<file path="src/rtl/power_estimator_component.sv">
// -----------------------------------------------------------------------------
// power_estimator_component
//
// Receive-side power estimator. It squares and sums the RX baseband I/Q
// samples in a three-stage pipeline, then averages the instantaneous power
// over a window of 2^LOG2_WIN accepted samples. Once per completed window it
// updates energy_out and pulses energy_valid for one cycle. These feed the
// threshold comparator's A input and en_comp enable.
//
// Ports
//   clk               in   sample clock, rising edge
//   rst               in   synchronous reset, active low
//   run_rx0           in   receiver running; low flushes the block to IDLE
//   threshold_changed in   one-cycle pulse; abandons the current window
//   strobe            in   I/Q sample valid qualifier
//   i_in, q_in        in   signed two's-complement I and Q samples
//   energy_out        out  floor of the mean power of the last completed window
//   energy_valid      out  one-cycle pulse when energy_out updates
//   busy              out  high while in ACCUM
// -----------------------------------------------------------------------------
module power_estimator_component #(
  parameter int WIDTH    = 16,
  parameter int LOG2_WIN = 6
) (
  input  logic                    clk,
  input  logic                    rst,
  input  logic                    run_rx0,
  input  logic                    threshold_changed,
  input  logic                    strobe,
  input  logic signed [WIDTH-1:0] i_in,
  input  logic signed [WIDTH-1:0] q_in,
  output logic [2*WIDTH-1:0]      energy_out,
  output logic                    energy_valid,
  output logic                    busy
);

  // Power word width. |x|^2 <= 2^30 for 16-bit x, so I^2+Q^2 <= 2^31 fits.
  localparam int PW    = 2 * WIDTH;
  // A full window of maximum-power samples cannot overflow this.
  localparam int ACC_W = PW + LOG2_WIN;
  localparam logic [LOG2_WIN-1:0] CNT_MAX = {LOG2_WIN{1'b1}};

  typedef enum logic [0:0] {
    ST_IDLE  = 1'b0,
    ST_ACCUM = 1'b1
  } state_t;

  state_t                 state_q, state_d;
  logic                   s1_v_q, s1_v_d;
  logic signed [WIDTH-1:0] i_q, i_d;
  logic signed [WIDTH-1:0] q_q, q_d;
  logic                   s2_v_q, s2_v_d;
  logic [PW-1:0]          ii_q, ii_d;
  logic [PW-1:0]          qq_q, qq_d;
  logic                   s3_v_q, s3_v_d;
  logic [PW-1:0]          p_q, p_d;
  logic [ACC_W-1:0]       acc_q, acc_d;
  logic [LOG2_WIN-1:0]    cnt_q, cnt_d;
  logic [PW-1:0]          energy_q, energy_d;
  logic                   ev_q, ev_d;
  logic                   busy_q, busy_d;

  logic signed [PW-1:0]   isq_s;
  logic signed [PW-1:0]   qsq_s;
  logic [ACC_W-1:0]       sum_s;

  // Squares and running sum; operands widened before multiplying so the
  // full signed product is kept.
  always_comb begin
    isq_s = PW'(i_q) * PW'(i_q);
    qsq_s = PW'(q_q) * PW'(q_q);
    sum_s = acc_q + ACC_W'(p_q);
  end

  // Next-state logic: FSM, pipeline stages, accumulator and window dump.
  always_comb begin
    state_d  = state_q;
    s1_v_d   = 1'b0;
    i_d      = i_q;
    q_d      = q_q;
    s2_v_d   = 1'b0;
    ii_d     = ii_q;
    qq_d     = qq_q;
    s3_v_d   = 1'b0;
    p_d      = p_q;
    acc_d    = acc_q;
    cnt_d    = cnt_q;
    energy_d = energy_q;
    ev_d     = 1'b0;

    case (state_q)
      ST_IDLE: begin
        // Everything held clear; strobes are ignored on this edge even if
        // run_rx0 is rising.
        acc_d = {ACC_W{1'b0}};
        cnt_d = {LOG2_WIN{1'b0}};
        if (run_rx0) begin
          state_d = ST_ACCUM;
        end else begin
          state_d = ST_IDLE;
        end
      end

      ST_ACCUM: begin
        if (!run_rx0) begin
          // Receiver stopped: drop the partial window and in-flight samples.
          state_d = ST_IDLE;
          acc_d   = {ACC_W{1'b0}};
          cnt_d   = {LOG2_WIN{1'b0}};
        end else if (threshold_changed) begin
          // Restart measurement. Any sample on this edge and any window that
          // would complete on this edge are discarded (valids stay 0, no dump).
          state_d = ST_ACCUM;
          acc_d   = {ACC_W{1'b0}};
          cnt_d   = {LOG2_WIN{1'b0}};
        end else begin
          state_d = ST_ACCUM;

          s1_v_d = strobe;
          if (strobe) begin
            i_d = i_in;
            q_d = q_in;
          end else begin
            i_d = i_q;
            q_d = q_q;
          end

          s2_v_d = s1_v_q;
          if (s1_v_q) begin
            ii_d = $unsigned(isq_s);
            qq_d = $unsigned(qsq_s);
          end else begin
            ii_d = ii_q;
            qq_d = qq_q;
          end

          s3_v_d = s2_v_q;
          if (s2_v_q) begin
            p_d = ii_q + qq_q;
          end else begin
            p_d = p_q;
          end

          if (s3_v_q) begin
            if (cnt_q == CNT_MAX) begin
              // Last sample of the window: publish floor(sum / 2^LOG2_WIN)
              // and start the next window on the very next sample.
              energy_d = sum_s[ACC_W-1:LOG2_WIN];
              ev_d     = 1'b1;
              acc_d    = {ACC_W{1'b0}};
              cnt_d    = {LOG2_WIN{1'b0}};
            end else begin
              acc_d = sum_s;
              cnt_d = cnt_q + LOG2_WIN'(1);
            end
          end else begin
            acc_d = acc_q;
            cnt_d = cnt_q;
          end
        end
      end

      default: begin
        state_d = ST_IDLE;
        acc_d   = {ACC_W{1'b0}};
        cnt_d   = {LOG2_WIN{1'b0}};
      end
    endcase

    busy_d = (state_d == ST_ACCUM);
  end

  // State and datapath registers with synchronous active-low reset.
  always_ff @(posedge clk) begin
    if (!rst) begin
      state_q  <= ST_IDLE;
      s1_v_q   <= 1'b0;
      i_q      <= {WIDTH{1'b0}};
      q_q      <= {WIDTH{1'b0}};
      s2_v_q   <= 1'b0;
      ii_q     <= {PW{1'b0}};
      qq_q     <= {PW{1'b0}};
      s3_v_q   <= 1'b0;
      p_q      <= {PW{1'b0}};
      acc_q    <= {ACC_W{1'b0}};
      cnt_q    <= {LOG2_WIN{1'b0}};
      energy_q <= {PW{1'b0}};
      ev_q     <= 1'b0;
      busy_q   <= 1'b0;
    end else begin
      state_q  <= state_d;
      s1_v_q   <= s1_v_d;
      i_q      <= i_d;
      q_q      <= q_d;
      s2_v_q   <= s2_v_d;
      ii_q     <= ii_d;
      qq_q     <= qq_d;
      s3_v_q   <= s3_v_d;
      p_q      <= p_d;
      acc_q    <= acc_d;
      cnt_q    <= cnt_d;
      energy_q <= energy_d;
      ev_q     <= ev_d;
      busy_q   <= busy_d;
    end
  end

  assign energy_out   = energy_q;
  assign energy_valid = ev_q;
  assign busy         = busy_q;

endmodule

</file>
<file path="config.mk">
export PLATFORM = sky130hd
export DESIGN_NAME = power_estimator_component
export DESIGN_NICKNAME = d
export VERILOG_FILES = /design/src/rtl/power_estimator_component.sv
export SDC_FILE = /design/constraint.sdc
export NUM_CORES = 2
export LEC_CHECK = 0
export BUFFER_PORTS_ARGS = -buffer_cell sky130_fd_sc_hd__buf_2
export CAP_MARGIN = 40
export CORE_MARGIN = 8
export CORE_UTILIZATION = 30
export DETAILED_ROUTE_END_ITERATION = 12
export PLACE_DENSITY = 0.4
export SLEW_MARGIN = 20
export SYNTH_ARGS = -nofsm -noshare
export SYNTH_HDL_FRONTEND = slang
export SYNTH_SLANG_ARGS = --single-unit
</file>
<file path="constraint.sdc">
create_clock -name clk -period 9.43 [get_ports clk]
set_input_delay 2.829 -clock clk [delete_from_list [all_inputs] [get_ports clk]]
set_output_delay 2.829 -clock clk [all_outputs]
set_load 0.005 [all_outputs]
</file>
==> results.md <==
* Critical path capture point type: flop
* Peak VDD IR at 134 uV
* Clk sinks at 207
* Pwr per Cell Area at 69.1 mW/mm^2
* Grt total ovfl at 0
* Final critical-path required period at 6960 ps
* Layout cells sized above 1 at 5.79%
* DIE AREA at 0.104 sq mm
* DRC Markers at 0
* Ys flop type: dfxtp_1
* Crit Path Class: flop to flop
* Worst path max stage delay at 760 ps
* TritonCTS Buffers at 29
* Critical path launch point type: flop
* Port bufs at 70
* Fin crit share at 73.8%
* Mapped Avg Cell Area at 8.64 sq um
* Worst-path maximum fanout at 16
* Vias at 21300
* Initial antenna violation count at 0
* Vias in the first global route at 23100
* Vias per cell at 4.70
* CP Cell Sequence: inv_1 -> nor2_1 -> ha_1 -> xor2_1 -> fa_1 -> fa_1 -> inv_1 -> fa_1 -> fa_1 -> inv_1 -> fa_1 -> inv_1 -> ha_1 -> nand4_1 -> or4_1 -> o21bai_1 -> a31oi_1 -> nor3_1 -> a31oi_1 -> xnor2_1 -> o21ai_0
* Worst slew pin tran at 805 ps
* DRT Wirelength at 73500 microns
* Syn Inst Count at 3254
* RSZ-0062 raised after global routing: false
* TritonCTS clock tree: yes
* GPL Wtd Cong at 0.817
* Fill cell count at 9910
* Pleak at 15.3 nW
* Cell Area, Synth at 0.0281 sq mm
* Final Hold Violating Endpoints at 0
* Core ar. at 0.0930 sq mm
* Post-DP Area at 0.0298 sq mm
* TNS Setup at 0 ps
* Hold Slack at 449 ps
* Hold bufs inserted after CTS at 0
* Number of synthesized flops with an enable pin at 0
* Starting Density at 30.2%
* Mapped Nets at 4004
* Detailed Place HPWL at 60600 microns
* Worst Path Required at 9910 ps
* Largest net degree at the start of global routing at 68
* Clk Latency, worst-skew pair at 600 ps
* Row cnt at 112
* WL per Instance at 16.2 microns
* Buffer count from post-CTS setup fixing at 0
* Total GRT Usage at 14.5%
* Worst slew margin at 46.3%
* Max-cap violation count at 0
* Delay-heaviest family, CP: adder cells
* Worst path slowest cell: dfxtp_1
* I/O pins at 71
* CTS resizes at 0
* Synth Warn # at 0
* First-pass GRT wire length at 122000 microns
* Outcome: finished clean
* Fin nets at 4011
* H-tree depth at 1
* Die span in x at 322 microns
* Finished layout cell area at 0.0309 sq mm
* Worst EP arrival at 7430 ps
* Die height at 322 microns
* Iter 0 DRT Violations at 886
* Crit-path most repeated cell: fa_1
* Area added between synthesis and finish at 9.89%
* Ys async rst share at 0%
* CTS clk-pin slew, worst paths at 60 ps
* #FFs+latches synth at 207
* Setup WS post-layout at 2470 ps
* Sequential area share after synthesis at 14.7%
* Pre-CTS setup slack at 2450 ps
* Netlist cell types at 75
* Setup Viol. Count Final at 0
* Pins over their slew limit at 0
* Setup Skew at 11.2 ps
* CTS Buffer Depth at 3
* Hold WC Path Type: flop to flop
* Total Power at 2.13 mW
* CTS root buf: clkbuf_16
* Antenna-violating nets left at 0
* Highest clock rate at 144 MHz
* WP buf/inv at 4
* Drt first pass iters at 7
-- stage by stage --
step	instances	utilization, %
final	4537	33.2
after global routing	4536	33.2
after CTS	4531	33.1
after detailed placement	4479	32.0
after global placement	4473	31.9
after floorplan	3254	-
-- where the power goes --
group          switching [mW]  total (mW)  internal (mW)
Combinational          0.0567      0.0863         0.0296
Clock                   0.468        1.17          0.698
Sequential            0.00539       0.882          0.877
-- cell usage in the layout (no fill, tap or decap), types with 10 or more instances in the layout --
master	n
a31o_2	17
xnor2_1	94
clkbuf_16	29
o21a_1	18
a22oi_1	18
o211ai_1	14
nor2b_1	17
or3_1	23
a21o_1	50
buf_4	23
nor2_1	158
buf_2	70
inv_1	661
nand3_1	49
nand2_1	427
nand2b_1	11
and3_1	19
xor2_1	42
and2_1	75
ha_1	244
a211oi_1	28
dfxtp_1	207
a21oi_1	221
o21ai_0	90
fa_1	469
a31oi_1	16
o21bai_1	11
nand4_1	10
nor3_1	24
-- cells by family (layout without fill, tap and decap cells) --
| family | Yosys count | count (layout) | share of synthesized area [%] |
|---|---|---|---|
| xor gates and xnor gates | 136 | 136 | 4.24 |
| AOI/OAI and AO/OA | 549 | 549 | 12.3 |
| DFF | 207 | 207 | 14.7 |
| muxes | 7 | 7 | 0.249 |
| other | 0 | 1 | 0 |
| adders and majority gates | 713 | 713 | 44.3 |
| and+or+nand+nor | 851 | 851 | 13.6 |
| buffers and inverters | 791 | 819 | 10.6 |
-- synthesized netlist by cell type (5+ instances only) --
cell type / count / share of area (%)
nor2b_1: 17 / 0.38
or2_2: 6 / 0.13
o21a_1: 18 / 0.48
a211o_1: 6 / 0.19
xnor2_1: 94 / 2.9
inv_1: 661 / 8.8
nor3_1: 24 / 0.43
xor2_1: 42 / 1.3
mux2i_1: 7 / 0.25
a22oi_1: 18 / 0.48
dfxtp_1: 207 / 15
o21bai_1: 11 / 0.29
a21oi_1: 221 / 3.9
nand4_1: 10 / 0.22
a21o_1: 50 / 1.3
or3_1: 23 / 0.51
and3_1: 19 / 0.42
a22o_1: 7 / 0.22
fa_1: 469 / 33
buf_1: 7 / 0.094
o211ai_1: 14 / 0.37
nor2_1: 158 / 2.1
o31ai_1: 5 / 0.13
ha_1: 244 / 11
nand2_1: 428 / 5.7
o21ai_0: 90 / 1.6
a211oi_1: 28 / 0.75
nand3_1: 49 / 0.87
and2_1: 77 / 1.7
nand2b_1: 11 / 0.24
a31o_2: 17 / 0.53
clkbuf_1: 115 / 1.5
a311oi_1: 5 / 0.16
a31oi_1: 16 / 0.36
nor3b_1: 7 / 0.19
-- area by class of cell --
type | instances | area (sq um) | area share [%]
clock inverter | 18 | 224 | 0.725
antenna | 1 | 2.50 | 0.00810
tap | 1254 | 1570 | 5.08
inverter | 663 | 2490 | 8.07
clock buffer | 34 | 774 | 2.51
multi-input combinational | 2256 | 21000 | 67.9
timing repair buffer | 104 | 702 | 2.27
sequential | 207 | 4140 | 13.4
-- worst reg2reg max path: stages, from the launching register on --
cell	delay [ps]
dfxtp_1	760
inv_1	370
nor2_1	260
ha_1	290
xor2_1	190
fa_1	500
fa_1	510
inv_1	50
fa_1	480
fa_1	490
inv_1	50
fa_1	480
inv_1	40
ha_1	380
nand4_1	150
or4_1	540
o21bai_1	360
a31oi_1	180
nor3_1	340
a31oi_1	150
xnor2_1	170
o21ai_0	90
-- layer usage --
metal	GRT usage (%)	up-vias	part of all wire, %
li1	-	10300	-
met1	18.5	10700	43
met2	25.9	327	50
met3	1.84	73	4.4
met4	3.24	0	2.2
met5	0	-	0
-- path summary, 6_finish.rpt --
kind,from,endpoint,slack [ps],cells past startpoint
hold reg to reg,energy_out[7],energy_out[7],450,2
setup reg to reg,i_q[3],ii_q[31],2470,21
hold / removal,energy_out[7],energy_out[7],450,2
setup / recovery,i_q[3],ii_q[31],2470,21
-- state kept, by name (all words and copies together) (netlist names) --
name          count
acc_q            38
energy_out       32
p_q              32
ii_q             31
qq_q             31
i_q              16
q_q              16
cnt_q             6
busy              1
energy_valid      1
s1_v_q            1
s2_v_q            1
s3_v_q            1
Note: power is estimated with default switching activity, not from simulation.
